File: config.mk
export PLATFORM = sky130hd
export DESIGN_NAME = fetch_unit
export DESIGN_NICKNAME = d
export VERILOG_FILES = /design/src/rtl/fetch_unit_pkg.sv /design/src/rtl/fetch_unit_buffer.sv /design/src/rtl/fetch_unit.sv
export SDC_FILE = /design/constraint.sdc
export NUM_CORES = 1
export LEC_CHECK = 0
export CAP_MARGIN = 0
export CORE_MARGIN = 10
export CORE_UTILIZATION = 35
export CTS_BUF_LIST = sky130_fd_sc_hd__clkbuf_2 sky130_fd_sc_hd__clkbuf_4 sky130_fd_sc_hd__clkbuf_8
export CTS_CLUSTER_SIZE = 12
export DETAILED_ROUTE_END_ITERATION = 16
export PLACE_DENSITY = 0.62
export SYNTH_ARGS = -nofsm -noshare
export SYNTH_HDL_FRONTEND = slang
export SYNTH_HIERARCHICAL = 1
export SYNTH_SLANG_ARGS = --single-unit
File: constraint.sdc
create_clock -name fetch_clock_in -period 2.35 [get_ports fetch_clock_in]
set_input_delay 0.3525 -clock fetch_clock_in [delete_from_list [all_inputs] [get_ports fetch_clock_in]]
set_output_delay 0.3525 -clock fetch_clock_in [all_outputs]
set_load 0.03 [all_outputs]
File: src/rtl/fetch_unit_pkg.sv
// fetch_unit_pkg: constants and types shared by the Core101 fetch stage.
// Build option: FETCH_PREFETCH_EN selects a two-entry instruction buffer
// so that a new request can issue while one entry is still buffered.
package fetch_unit_pkg;

   // Instruction shown when the buffer is empty (addi x0, x0, 0)
   localparam logic [31:0] NOP_INS = 32'h0000_0013;

   // Width of one instruction word
   localparam int INS_W = 32;

   // Byte distance between sequential fetches
   localparam int PC_INC = 4;

`ifdef FETCH_PREFETCH_EN
   localparam int FETCH_DEPTH = 2;
`else
   localparam int FETCH_DEPTH = 1;
`endif

   // Request-side state machine encoding
   typedef enum logic [1:0] {
      ST_IDLE = 2'd0,
      ST_REQ  = 2'd1,
      ST_WAIT = 2'd2,
      ST_DROP = 2'd3
   } fetch_state_t;

   // A buffer entry is {pc, instruction}
   function automatic int entry_width(input int xlen);
      return xlen + INS_W;
   endfunction

endpackage

File: src/rtl/fetch_unit_buffer.sv
// fetch_buffer: small wrap-around FIFO holding fetched {pc, ins} entries.
// Push, pop and flush are single-cycle; flush wins over push/pop. The head
// entry is presented combinationally from the entry registers.
module fetch_buffer #(
   parameter int WIDTH = 64,
   parameter int DEPTH = 1
)(
   input  logic                         clk,
   input  logic                         rst_n,
   input  logic                         push,
   input  logic [WIDTH-1:0]             push_data,
   input  logic                         pop,
   input  logic                         flush,
   output logic [WIDTH-1:0]             head,
   output logic [$clog2(DEPTH+1)-1:0]   count,
   output logic                         empty
);

   localparam int PTR_W = (DEPTH > 1) ? $clog2(DEPTH) : 1;
   localparam int CNT_W = $clog2(DEPTH + 1);

   logic [PTR_W-1:0]            wr_ptr_reg;
   logic [PTR_W-1:0]            rd_ptr_reg;
   logic [CNT_W-1:0]            count_reg;
   logic [DEPTH-1:0][WIDTH-1:0] entry_data;
   logic                        full;
   logic                        do_push;
   logic                        do_pop;

   function automatic logic [PTR_W-1:0] ptr_inc(input logic [PTR_W-1:0] p);
      return (p == PTR_W'(DEPTH - 1)) ? '0 : p + 1'b1;
   endfunction

   assign full  = (count_reg == CNT_W'(DEPTH));
   assign empty = (count_reg == '0);
   assign count = count_reg;

   // A push into a full buffer is only accepted when a pop frees a slot
   assign do_push = push & (~full | pop) & ~flush;
   assign do_pop  = pop & ~empty & ~flush;

   // Pointer and occupancy bookkeeping
   always_ff @(posedge clk or negedge rst_n) begin
      if (!rst_n) begin
         wr_ptr_reg <= '0;
         rd_ptr_reg <= '0;
         count_reg  <= '0;
      end else if (flush) begin
         wr_ptr_reg <= '0;
         rd_ptr_reg <= '0;
         count_reg  <= '0;
      end else begin
         if (do_push)
            wr_ptr_reg <= ptr_inc(wr_ptr_reg);
         if (do_pop)
            rd_ptr_reg <= ptr_inc(rd_ptr_reg);
         case ({do_push, do_pop})
            2'b10:   count_reg <= count_reg + 1'b1;
            2'b01:   count_reg <= count_reg - 1'b1;
            default: count_reg <= count_reg;
         endcase
      end
   end

   // One register per slot, written when the write pointer selects it
   generate
      for (genvar gi = 0; gi < DEPTH; gi++) begin : g_entry
         logic [WIDTH-1:0] data_reg;

         // Capture pushed data into this slot
         always_ff @(posedge clk or negedge rst_n) begin
            if (!rst_n)
               data_reg <= '0;
            else if (do_push && (wr_ptr_reg == PTR_W'(gi)))
               data_reg <= push_data;
         end

         assign entry_data[gi] = data_reg;
      end

      if (DEPTH == 1) begin : g_head_single
         assign head = entry_data[0];
      end else begin : g_head_multi
         assign head = entry_data[rd_ptr_reg];
      end
   endgenerate

endmodule

File: src/rtl/fetch_unit.sv
// fetch_unit: Core101 instruction-fetch stage. Owns the fetch PC, runs the
// instruction-memory req/gnt/rvalid handshake and buffers responses for the
// PC/IF register. Build option FETCH_PREFETCH_EN (see fetch_unit_pkg)
// enlarges the buffer to two entries so requests can overlap consumption.
module fetch_unit
   import fetch_unit_pkg::*;
#(
   parameter int              XLEN         = 32,
   parameter logic [XLEN-1:0] RESET_VECTOR = '0
)(
   input  logic            fetch_clock_in,
   input  logic            fetch_reset_in,
   input  logic            fetch_ins_req_in,
   input  logic            fetch_pc_set_in,
   input  logic            fetch_redirect_in,
   input  logic [XLEN-1:0] fetch_redirect_addr_in,
   output logic            fetch_mem_req_out,
   output logic [XLEN-1:0] fetch_mem_addr_out,
   input  logic            fetch_mem_gnt_in,
   input  logic            fetch_mem_rvalid_in,
   input  logic [31:0]     fetch_mem_rdata_in,
   output logic            fetch_ins_ready_out,
   output logic [31:0]     fetch_ins_out,
   output logic [XLEN-1:0] fetch_pc_out
);

   localparam int              DEPTH      = FETCH_DEPTH;
   localparam int              ENTRY_W    = entry_width(XLEN);
   localparam int              CNT_W      = $clog2(DEPTH + 1);
   localparam logic [XLEN-1:0] ALIGN_MASK = ~XLEN'(3);
   localparam logic [XLEN-1:0] PC_STEP    = XLEN'(PC_INC);

   fetch_state_t     state_reg;
   fetch_state_t     state_next;
   logic [XLEN-1:0]  fetch_pc_reg;
   logic [XLEN-1:0]  fetch_pc_next;
   logic [XLEN-1:0]  req_pc_reg;
   logic [XLEN-1:0]  req_pc_next;
   logic             mem_req_reg;
   logic [XLEN-1:0]  mem_addr_reg;
   logic [XLEN-1:0]  last_pc_reg;

   logic             push;
   logic             pop;
   logic             flush;
   logic [ENTRY_W-1:0] buf_head;
   logic [CNT_W-1:0] buf_count;
   logic             buf_empty;
   logic [XLEN-1:0]  head_pc;
   logic [31:0]      head_ins;
   logic             room_now;
   logic             room_after_push;

   fetch_buffer #(
      .WIDTH (ENTRY_W),
      .DEPTH (DEPTH)
   ) u_buffer (
      .clk       (fetch_clock_in),
      .rst_n     (fetch_reset_in),
      .push      (push),
      .push_data ({req_pc_reg, fetch_mem_rdata_in}),
      .pop       (pop),
      .flush     (flush),
      .head      (buf_head),
      .count     (buf_count),
      .empty     (buf_empty)
   );

   assign head_pc  = buf_head[ENTRY_W-1:INS_W];
   assign head_ins = buf_head[INS_W-1:0];

   // Space checks: IDLE has nothing outstanding; in WAIT the returning word
   // occupies a slot, possibly freed by a pop in the same cycle.
   assign room_now        = (int'(buf_count) < DEPTH);
   assign room_after_push = ((int'(buf_count) + 1 - int'(pop)) < DEPTH);

   // State, fetch PC and request PC registers
   always_ff @(posedge fetch_clock_in or negedge fetch_reset_in) begin
      if (!fetch_reset_in) begin
         state_reg    <= ST_IDLE;
         fetch_pc_reg <= RESET_VECTOR;
         req_pc_reg   <= RESET_VECTOR;
      end else begin
         state_reg    <= state_next;
         fetch_pc_reg <= fetch_pc_next;
         req_pc_reg   <= req_pc_next;
      end
   end

   // Next-state logic; redirect overrides all normal transitions
   always_comb begin
      state_next    = state_reg;
      fetch_pc_next = fetch_pc_reg;
      req_pc_next   = req_pc_reg;
      if (fetch_redirect_in) begin
         fetch_pc_next = fetch_redirect_addr_in & ALIGN_MASK;
         case (state_reg)
            ST_IDLE: state_next = ST_IDLE;
            ST_REQ:  state_next = fetch_mem_gnt_in ? ST_DROP : ST_IDLE;
            ST_WAIT: state_next = fetch_mem_rvalid_in ? ST_IDLE : ST_DROP;
            // A response arriving with the redirect is the one being dropped;
            // waiting for another would hang the stage.
            ST_DROP: state_next = fetch_mem_rvalid_in ? ST_IDLE : ST_DROP;
            default: state_next = ST_IDLE;
         endcase
      end else begin
         case (state_reg)
            ST_IDLE: begin
               if (room_now)
                  state_next = ST_REQ;
            end
            ST_REQ: begin
               if (fetch_mem_gnt_in) begin
                  state_next    = ST_WAIT;
                  req_pc_next   = fetch_pc_reg;
                  fetch_pc_next = fetch_pc_reg + PC_STEP;
               end
            end
            ST_WAIT: begin
               if (fetch_mem_rvalid_in)
                  state_next = room_after_push ? ST_REQ : ST_IDLE;
            end
            ST_DROP: begin
               if (fetch_mem_rvalid_in)
                  state_next = ST_IDLE;
            end
            default: state_next = ST_IDLE;
         endcase
      end
   end

   // Buffer control strobes derived from state and handshake inputs
   always_comb begin
      flush = fetch_redirect_in;
      pop   = fetch_ins_req_in & fetch_pc_set_in & ~buf_empty & ~fetch_redirect_in;
      push  = (state_reg == ST_WAIT) & fetch_mem_rvalid_in & ~fetch_redirect_in;
   end

   // Registered memory request; address follows the fetch PC, which only
   // moves on a grant or a redirect, so it is stable while req waits
   always_ff @(posedge fetch_clock_in or negedge fetch_reset_in) begin
      if (!fetch_reset_in) begin
         mem_req_reg  <= 1'b0;
         mem_addr_reg <= RESET_VECTOR;
      end else begin
         mem_req_reg  <= (state_next == ST_REQ);
         mem_addr_reg <= fetch_pc_next;
      end
   end

   // Remember the most recently presented PC for display while empty
   always_ff @(posedge fetch_clock_in or negedge fetch_reset_in) begin
      if (!fetch_reset_in)
         last_pc_reg <= RESET_VECTOR;
      else if (!buf_empty)
         last_pc_reg <= head_pc;
   end

   assign fetch_mem_req_out   = mem_req_reg;
   assign fetch_mem_addr_out  = mem_addr_reg;
   assign fetch_ins_ready_out = ~buf_empty;
   assign fetch_ins_out       = buf_empty ? NOP_INS : head_ins;
   assign fetch_pc_out        = buf_empty ? last_pc_reg : head_pc;

endmodule

[Yosys cells after proc, flatten, opt, wreduce, memory -nomap -nowiden]
Cells that the tools add are included.
Operators by class
  add/sub/neg operators: 6
  order comparisons: 2
  equal/unequal tests: 6
  mux-type cells: 20
  bitwise logic cells: 13
  reduce and logical (&&, ||, !) cells: 9
Operator list (number)
  $mux 32: 5
  $add 32x3->32 const B: 1
  $mux 2: 7
  $and 1x1->1: 9
  $pmux 2 s4: 1
  $eq 2x1->1 const B: 3
  $eq 2x2->1 const B: 3
  $pmux 2 s3: 1
  $reduce_bool 2->1: 3
  $mux 1: 5
  $lt 3x2->1 const B: 1
  $not 1->1: 3
  $reduce_and 3->1: 1
  $reduce_bool 3->1: 1
  $sub 2x1->3: 1
  $add 1x1->1 const B: 2
  $add 1x1->2 const B: 1
  $logic_not 2->1: 1
  $pmux 1 s2: 1
  $reduce_and 2->1: 1
  $reduce_or 2->1: 1
  $logic_and 1x1->1: 1
  $lt 1x1->1 const B: 1
  $or 1x1->1: 1
  $sub 1x1->1 const B: 1
Word-level totals
  register bits: 165
  input port bits: 71
  logic and storage cells: 64

[Logic depth before layout (Yosys ltp)]
Gate-level depths: netlist (run 1).
  word-level depth: 10
  mapped depth: 8

[Cells and area by module]
Netlist (run 1), hierarchy kept.
By module, submodules not included
  fetch_unit: instances 1, cells an instance 403, area each 4521.8 µm², sequential area each 2377.3 µm²
  fetch_buffer: instances 1, cells an instance 141, area each 2741.4 µm², sequential area each 1626.6 µm²

[Worst setup path before layout (run 1)]
No wires, ideal clock.
  path kind: reg2reg
  from: register fetch_mem_addr_out[2] (netlist name)
  to: register mem_addr_reg[30], in the netlist fetch_mem_addr_out[30]
  library setup time: 0.124 ns
  data arrival time: 2.124 ns
  path slack: 0.102 ns
  cell stages (with the launch flop): 7
  buffers on the path: 1
  cell sequence: dfrtp_1 > ha_1 > clkbuf_1 > nand2_1 > or4_1 > o311a_1 > a211o_1
RTL lines
  end signal: assignment: line fetch_unit.sv:147  | mem_addr_reg <= fetch_pc_next;
  end: declaration: line fetch_unit.sv:40  | logic [XLEN-1:0] mem_addr_reg;

[Worst setup path after layout (run 1)]
  from: register u_buffer.count_reg, in the netlist u_buffer/count
  to: output port fetch_pc_out[4]
On the way
  word-level cells in the longest chain between the ends: 1
Ends and longest elaborated chain
  start: declaration: line fetch_unit_buffer.sv:24  | logic [CNT_W-1:0] count_reg;
  start signal: assignment: line fetch_unit_buffer.sv:58  | 2'b10: count_reg <= count_reg + 1'b1;
  start signal: assignment: line fetch_unit_buffer.sv:59  | 2'b01: count_reg <= count_reg - 1'b1;
  start signal: assignment: line fetch_unit_buffer.sv:60  | default: count_reg <= count_reg;
  $mux 32: line fetch_unit.sv:163  | assign fetch_pc_out = buf_empty ? last_pc_reg : head_pc;
  end: declaration: line fetch_unit.sv:24  | output logic [XLEN-1:0] fetch_pc_out
No other way between the ends.

==> results of run 1 <==
## layout by cell type (no fill, tap or decap), types with 6 or more instances in the layout
| master | synthesis | final |
|---|---|---|
| dfrtp_1 | 160 | 160 |
| clkdlybuf4s50_1 | 0 | 97 |
| mux2_2 | 67 | 67 |
| mux2_4 | 60 | 60 |
| dlygate4sd2_1 | 0 | 44 |
| buf_4 | 2 | 35 |
| nor2b_1 | 33 | 33 |
| nand2_1 | 32 | 32 |
| o21ai_0 | 19 | 19 |
| clkbuf_8 | 0 | 19 |
| nand3_1 | 17 | 17 |
| nor2_1 | 13 | 12 |
| clkbuf_2 | 0 | 10 |
| buf_12 | 6 | 9 |
| nand4_1 | 8 | 8 |
| nor4_1 | 7 | 7 |
| a31oi_1 | 7 | 7 |
| xor2_1 | 7 | 7 |
| inv_1 | 7 | 6 |
| or2_2 | 6 | 6 |
| or3_1 | 6 | 6 |
| or4_1 | 6 | 6 |
| nor3_1 | 6 | 6 |
## metal layers
metal,vias to the layer above,share of wire
met5,-,0
met4,0,0.0097
met3,11,0.074
met2,146,0.47
met1,2561,0.45
li1,2321,-
## timing repair
action | in CTS | in global routing
gates resized for setup | 56 | 24
cloned | 0 | 1
hold endpoints to repair | 25 | 0
hold buffers | 1 | 0
endpoints found under the setup margin | 56 | 28
## stage by stage
stage	hold slack, ps	setup TNS (ps)	cell area, sq um
floorplan	56.9	0	7270
global placement	242	-557	9390
detailed placement	243	-73.9	9390
CTS	216	0	9720
global route	254	0	9720
finish	258	0	9720
## path summary, 6_finish.rpt
path / cells past startpoint / endpoint / startpoint / slack, ps
max in group asynchronous: 3 / fetch_mem_addr_out[31] / fetch_reset_in / 1350
min: 4 / u_buffer/count / fetch_redirect_in / 260
min in group asynchronous: 2 / fetch_mem_addr_out[5] / fetch_reset_in / 350
min reg2reg: 1 / last_pc_reg[31] / last_pc_reg[31] / 500
max: 4 / fetch_pc_out[4] / u_buffer/count / 90
max reg2reg: 7 / u_buffer/head[55] / u_buffer/count / 220
## power breakdown
group	switching (uW)	internal [uW]
Combinational	1420	1690
Sequential	535	3720
Clock	998	1010
Total	2950	6420
## tightest hold or removal path, stage by stage
cell and delay, ps:
buf_2 100, nor4b_1 60, nor2_1 100, nor2_1 50
## cell families after synthesis
group,Yosys count
flops,160
simple gates,155
mux,129
compound gates,48
buf+inv,39
xor+xnor,11
fa+ha+maj,1
other cells,1
## final cells by class
class | instances | area, sq um
Clock buffer | 21 | 277
Inverter | 7 | 28.8
Sequential cell | 160 | 4000
Tap cell | 270 | 338
Timing Repair Buffer | 202 | 1930
Fill cell | 1873 | 10600
Clock inverter | 10 | 113
Multi-Input combinational cell | 348 | 3020
==> metrics, run 1 <==
synth cell count leaders 160 x dfrtp_1, 67 x mux2_2, 60 x mux2_4; mux contribution to synthesized area 0.231; Synth Area in Compound Gates 0.0439; Main synth FF type dfrtp_1; first-pass detailed-route iteration total 4; initial drt markers 243; synth top area cells dfrtp_1 55%, mux2_4 12%, mux2_2 10%; Routed WL 19000 um; worst skew pair latency 440 ps; nets 808; final period utilization 0.962; synth unique cells 50; pre-CTS setup slack -48.5 ps; initial antenna violation count 0; Congestion Overflow GR 0; fin util 0.479; Clock Skew 12.5 ps; Largest register FFs 64; crit path kind reg -> out; clk root buf clkbuf_8; Post-Synth Adder-Cell Area 0.00172; H-tree depth 4; leading area contributor after synthesis dfrtp_1; Worst VDD drop 0.494 mV; Max Cap Viol 0; total power 9370 uW; drt wl/cell 18.6 um; Syn Std Cell Area 0.00726 sq mm; proportion of netlist area held by the largest area contributor 0.551; Slew Limit Fails 0; RSZ-0062 raised after global routing false; synthesis-stage register bit count 160; M2 GR Usage 0.221; Power Density 965 mW/mm^2; Top Family by Delay on Critical Path buffers and inverters; Inst Count DP 985; Tot GR Track Use 0.139; clk slew on worst S/H paths 80 ps; fin cells 1018; Pleak 0.00441 uW; maximum clock frequency 442 MHz; Hold Path Class in -> reg; Vias 5039; I/O Pins 169; GR peak layer met2; met3 Usage GRT 0.0513; simple-gate portion of the synthesized area 0.123; Max-slew headroom 0.637; chip height 164 um; share of layout cells above drive strength 1 0.305; gpl congestion 0.799; CTS Buffer Depth 2; DP HPWL 13900 um; Syn. warnings 6; Setup Buffers After CTS 0; Initial Utilization 0.358; Critical Path RT 2000 ps; Crit path largest cell delay 430 ps; core box area 0.0203 sq mm; top-count cell post-synth dfrtp_1; worst-path cell chain inv_4, clkbuf_16, mux2_2, dlygate4sd2_1; type of origin of the critical path flop; Async SR Flop Fraction 1.00; Final setup viols 0; first-pass GRT wire length 29500 um; Cells after Synth 544; pin count of the biggest net entering global routing 66; CTS tree yes; final worst slack 88.7 ps; Arrival @ worst endpoint 1910 ps; outcome finished, final reports clean; Die Span X 164 um; # port buffers 164; ANT cells 0; DRC Markers 0; via density per instance 4.95; EDFF count, synth 0; area of the die 0.0269 sq mm; Mean Syn Cell Area 13.4 sq um; slowest CP cell dfrtp_1; Fin. Hold Viols 0; Num CTS Buffers 17; vias in the first global route 5392; Crit. End Element output port; M1 GR Usage 0.174; Bufs and invs on worst path 3; Area Overhead vs Synth 33.8%; main combinational cell family by area after synthesis multiplexers; row cnt 52; Worst-Margin Slew 545 ps; post-synthesis xor/xnor area fraction 0.0133; number of clock sinks 160; CP Max Fanout 9; Routed Antenna Nets 0; sequential fraction of the synthesis area 0.551; Tmin final 2260 ps
Power figures use the tool's default switching activity.
==> run 2: changes to the inputs <==
--- a/config.mk
+++ b/config.mk
@@ -8,7 +8,7 @@
 export CAP_MARGIN = 0
 export CORE_MARGIN = 10
 export CORE_UTILIZATION = 35
-export CTS_BUF_LIST = sky130_fd_sc_hd__clkbuf_2 sky130_fd_sc_hd__clkbuf_4 sky130_fd_sc_hd__clkbuf_8
+export CTS_BUF_LIST = sky130_fd_sc_hd__clkbuf_8 sky130_fd_sc_hd__clkbuf_16
 export CTS_CLUSTER_SIZE = 12
 export DETAILED_ROUTE_END_ITERATION = 16
 export PLACE_DENSITY = 0.62
==> metrics, run 2 (synthesis gave the netlist of run 1 again) <==
initial drt markers 236 (-2.9%); final instance area 0.00991 sq mm (+2.0%); initial antenna violation count 0 (unchanged); drt wl/cell 18.5 um (-0.50%); area of the die 0.0269 sq mm (unchanged); Worst-Margin Slew 545 ps (-0.601 ps); via density per instance 4.91 (-0.76%); Routed WL 18900 um (-0.60%); most frequent cells in the layout 160 x dfrtp_1, 97 x clkdlybuf4s50_1, 67 x mux2_2; Pleak 0.00454 uW (+3.0%); I/O Pins 169 (unchanged); FILL cells 1848 (-1.3%); number of clock sinks 160 (unchanged); Tmin final 2260 ps (+1.06 ps); Critical Path RT 2000 ps (about the same); crit path kind reg -> out; first-pass GRT wire length 29700 um (+0.56%); final period utilization 0.963 (about the same); Slew Limit Fails 0 (unchanged); Arrival @ worst endpoint 1910 ps (about the same); Max Cap Viol 0 (unchanged); H-tree depth 4 (unchanged); Area Overhead vs Synth 36.5%; pin count of the biggest net entering global routing 66 (unchanged); gpl congestion 0.799 (unchanged); placed cell area 0.00939 sq mm (unchanged); Setup Buffers After CTS 0 (unchanged); Num CTS Buffers 17 (unchanged); vias in the first global route 5357 (-0.65%); CP Max Fanout 19 (+10); share of layout cells above drive strength 1 0.288 (-0.0170); ANT cells 0 (unchanged); worst skew pair latency 420 ps (-20 ps); first-pass detailed-route iteration total 4 (unchanged); type of origin of the critical path flop; clk slew on worst S/H paths 60 ps (-20 ps); # port buffers 164 (unchanged); maximum clock frequency 442 MHz (about the same); Routed Antenna Nets 0 (unchanged); top sig layer met4; wl on met1 8430 um (-0.62%); clk root buf clkbuf_16; Congestion Overflow GR 0 (unchanged); Die Span X 164 um (unchanged); Fin. Hold Viols 0 (unchanged); Vias 4996 (-0.85%); CTS tree yes; chip height 164 um (unchanged); outcome finished, final reports clean; Inst Count DP 985 (unchanged); Hold Path Class in -> reg; DP HPWL 13900 um (unchanged); Worst VDD drop 0.496 mV (+0.52%); Power Density 1020 mW/mm^2 (+5.2%); Initial Utilization 0.358 (unchanged); fin cells 1017 (-0.098%); hold path depth 4 (unchanged); nets 807 (-0.12%); CTS Buffer Depth 2 (unchanged); core box area 0.0203 sq mm (unchanged); RSZ-0062 raised after global routing false; Tot GR Track Use 0.139 (+0.000515); row cnt 52 (unchanged); DRC Markers 0 (unchanged); worst reg2reg path depth 5 (-2); DR WL met3 1390 um (-1.4%); most common cell after layout, fill and taps aside dfrtp_1; Crit. End Element output port; final hold slack 286 ps (+27.9 ps); Max-slew headroom 0.637 (about the same); Largest register FFs 64 (unchanged); Final setup viols 0 (unchanged); Clock Skew 10.2 ps (-2.34 ps); met2 wire length 8910 um (+0.21%)
[run 2: area by class of cell]
class	instances	area (sq um)	area share
flip-flops and latches	160	4000	0.404
multi-input cells	348	3020	0.305
repair buffers	201	1950	0.196
clock buffers	19	453	0.0457
well taps	270	338	0.0341
clock inverters	12	120	0.0121
inverters	7	26.3	0.00265
[run 2: where the power goes]
group / internal [uW] / total [uW] / switching (uW) / leakage (uW)
logic: 1700 / 3100 / 1410 / 0.00225
registers: 3730 / 4270 / 534 / 0.00202
clock network: 1600 / 2690 / 1090 / 0.000275
total: 7030 / 10100 / 3030 / 0.00454
[run 2: path summary, 6_finish.rpt]
kind,start,to,slack (ps)
hold reg to reg,last_pc_reg[6],last_pc_reg[6],490
min in group asynchronous,fetch_reset_in,req_pc_reg[6],380
setup / recovery,u_buffer/count,fetch_pc_out[1],90
setup reg to reg,state_reg[1],u_buffer/head[55],210
max in group asynchronous,fetch_reset_in,u_buffer/head[55],1320
hold / removal,fetch_redirect_in,u_buffer/count,290
[run 2: stage by stage]
| step | setup WS [ps] | power (uW) | TNS, ps | utilization |
|---|---|---|---|---|
| 2_1_floorplan | 102 | 6330 | 0 | - |
| 3_3_place_gp | -58.6 | 7440 | -557 | 0.463 |
| 3_5_place_dp | -48.5 | 7570 | -73.9 | 0.463 |
| 4_1_cts | 43.2 | 10200 | 0 | 0.488 |
| 5_1_grt | 4.28 | 10600 | 0 | 0.488 |
| 6_report | 87.7 | 10100 | 0 | 0.488 |
[run 2: worst max-delay path: stages (launching register included)]
cell	delay [ps]
dfrtp_1	410
inv_2	140
buf_12	190
mux2_2	370
dlygate4sd2_1	380
[run 2: routing by layer]
layer	track usage	up-vias
met5	0	-
met2	0.223	142
met3	0.0521	11
met4	0.0305	0
met1	0.176	2524
li1	-	2319
[run 2: timing repair]
item | CTS | global route
endpoints found under the setup margin | 54 | 2
pin swaps | 0 | 0
hold buffers | 1 | 0
endpoints found under the hold margin | 25 | 0
gates resized for setup | 54 | 2
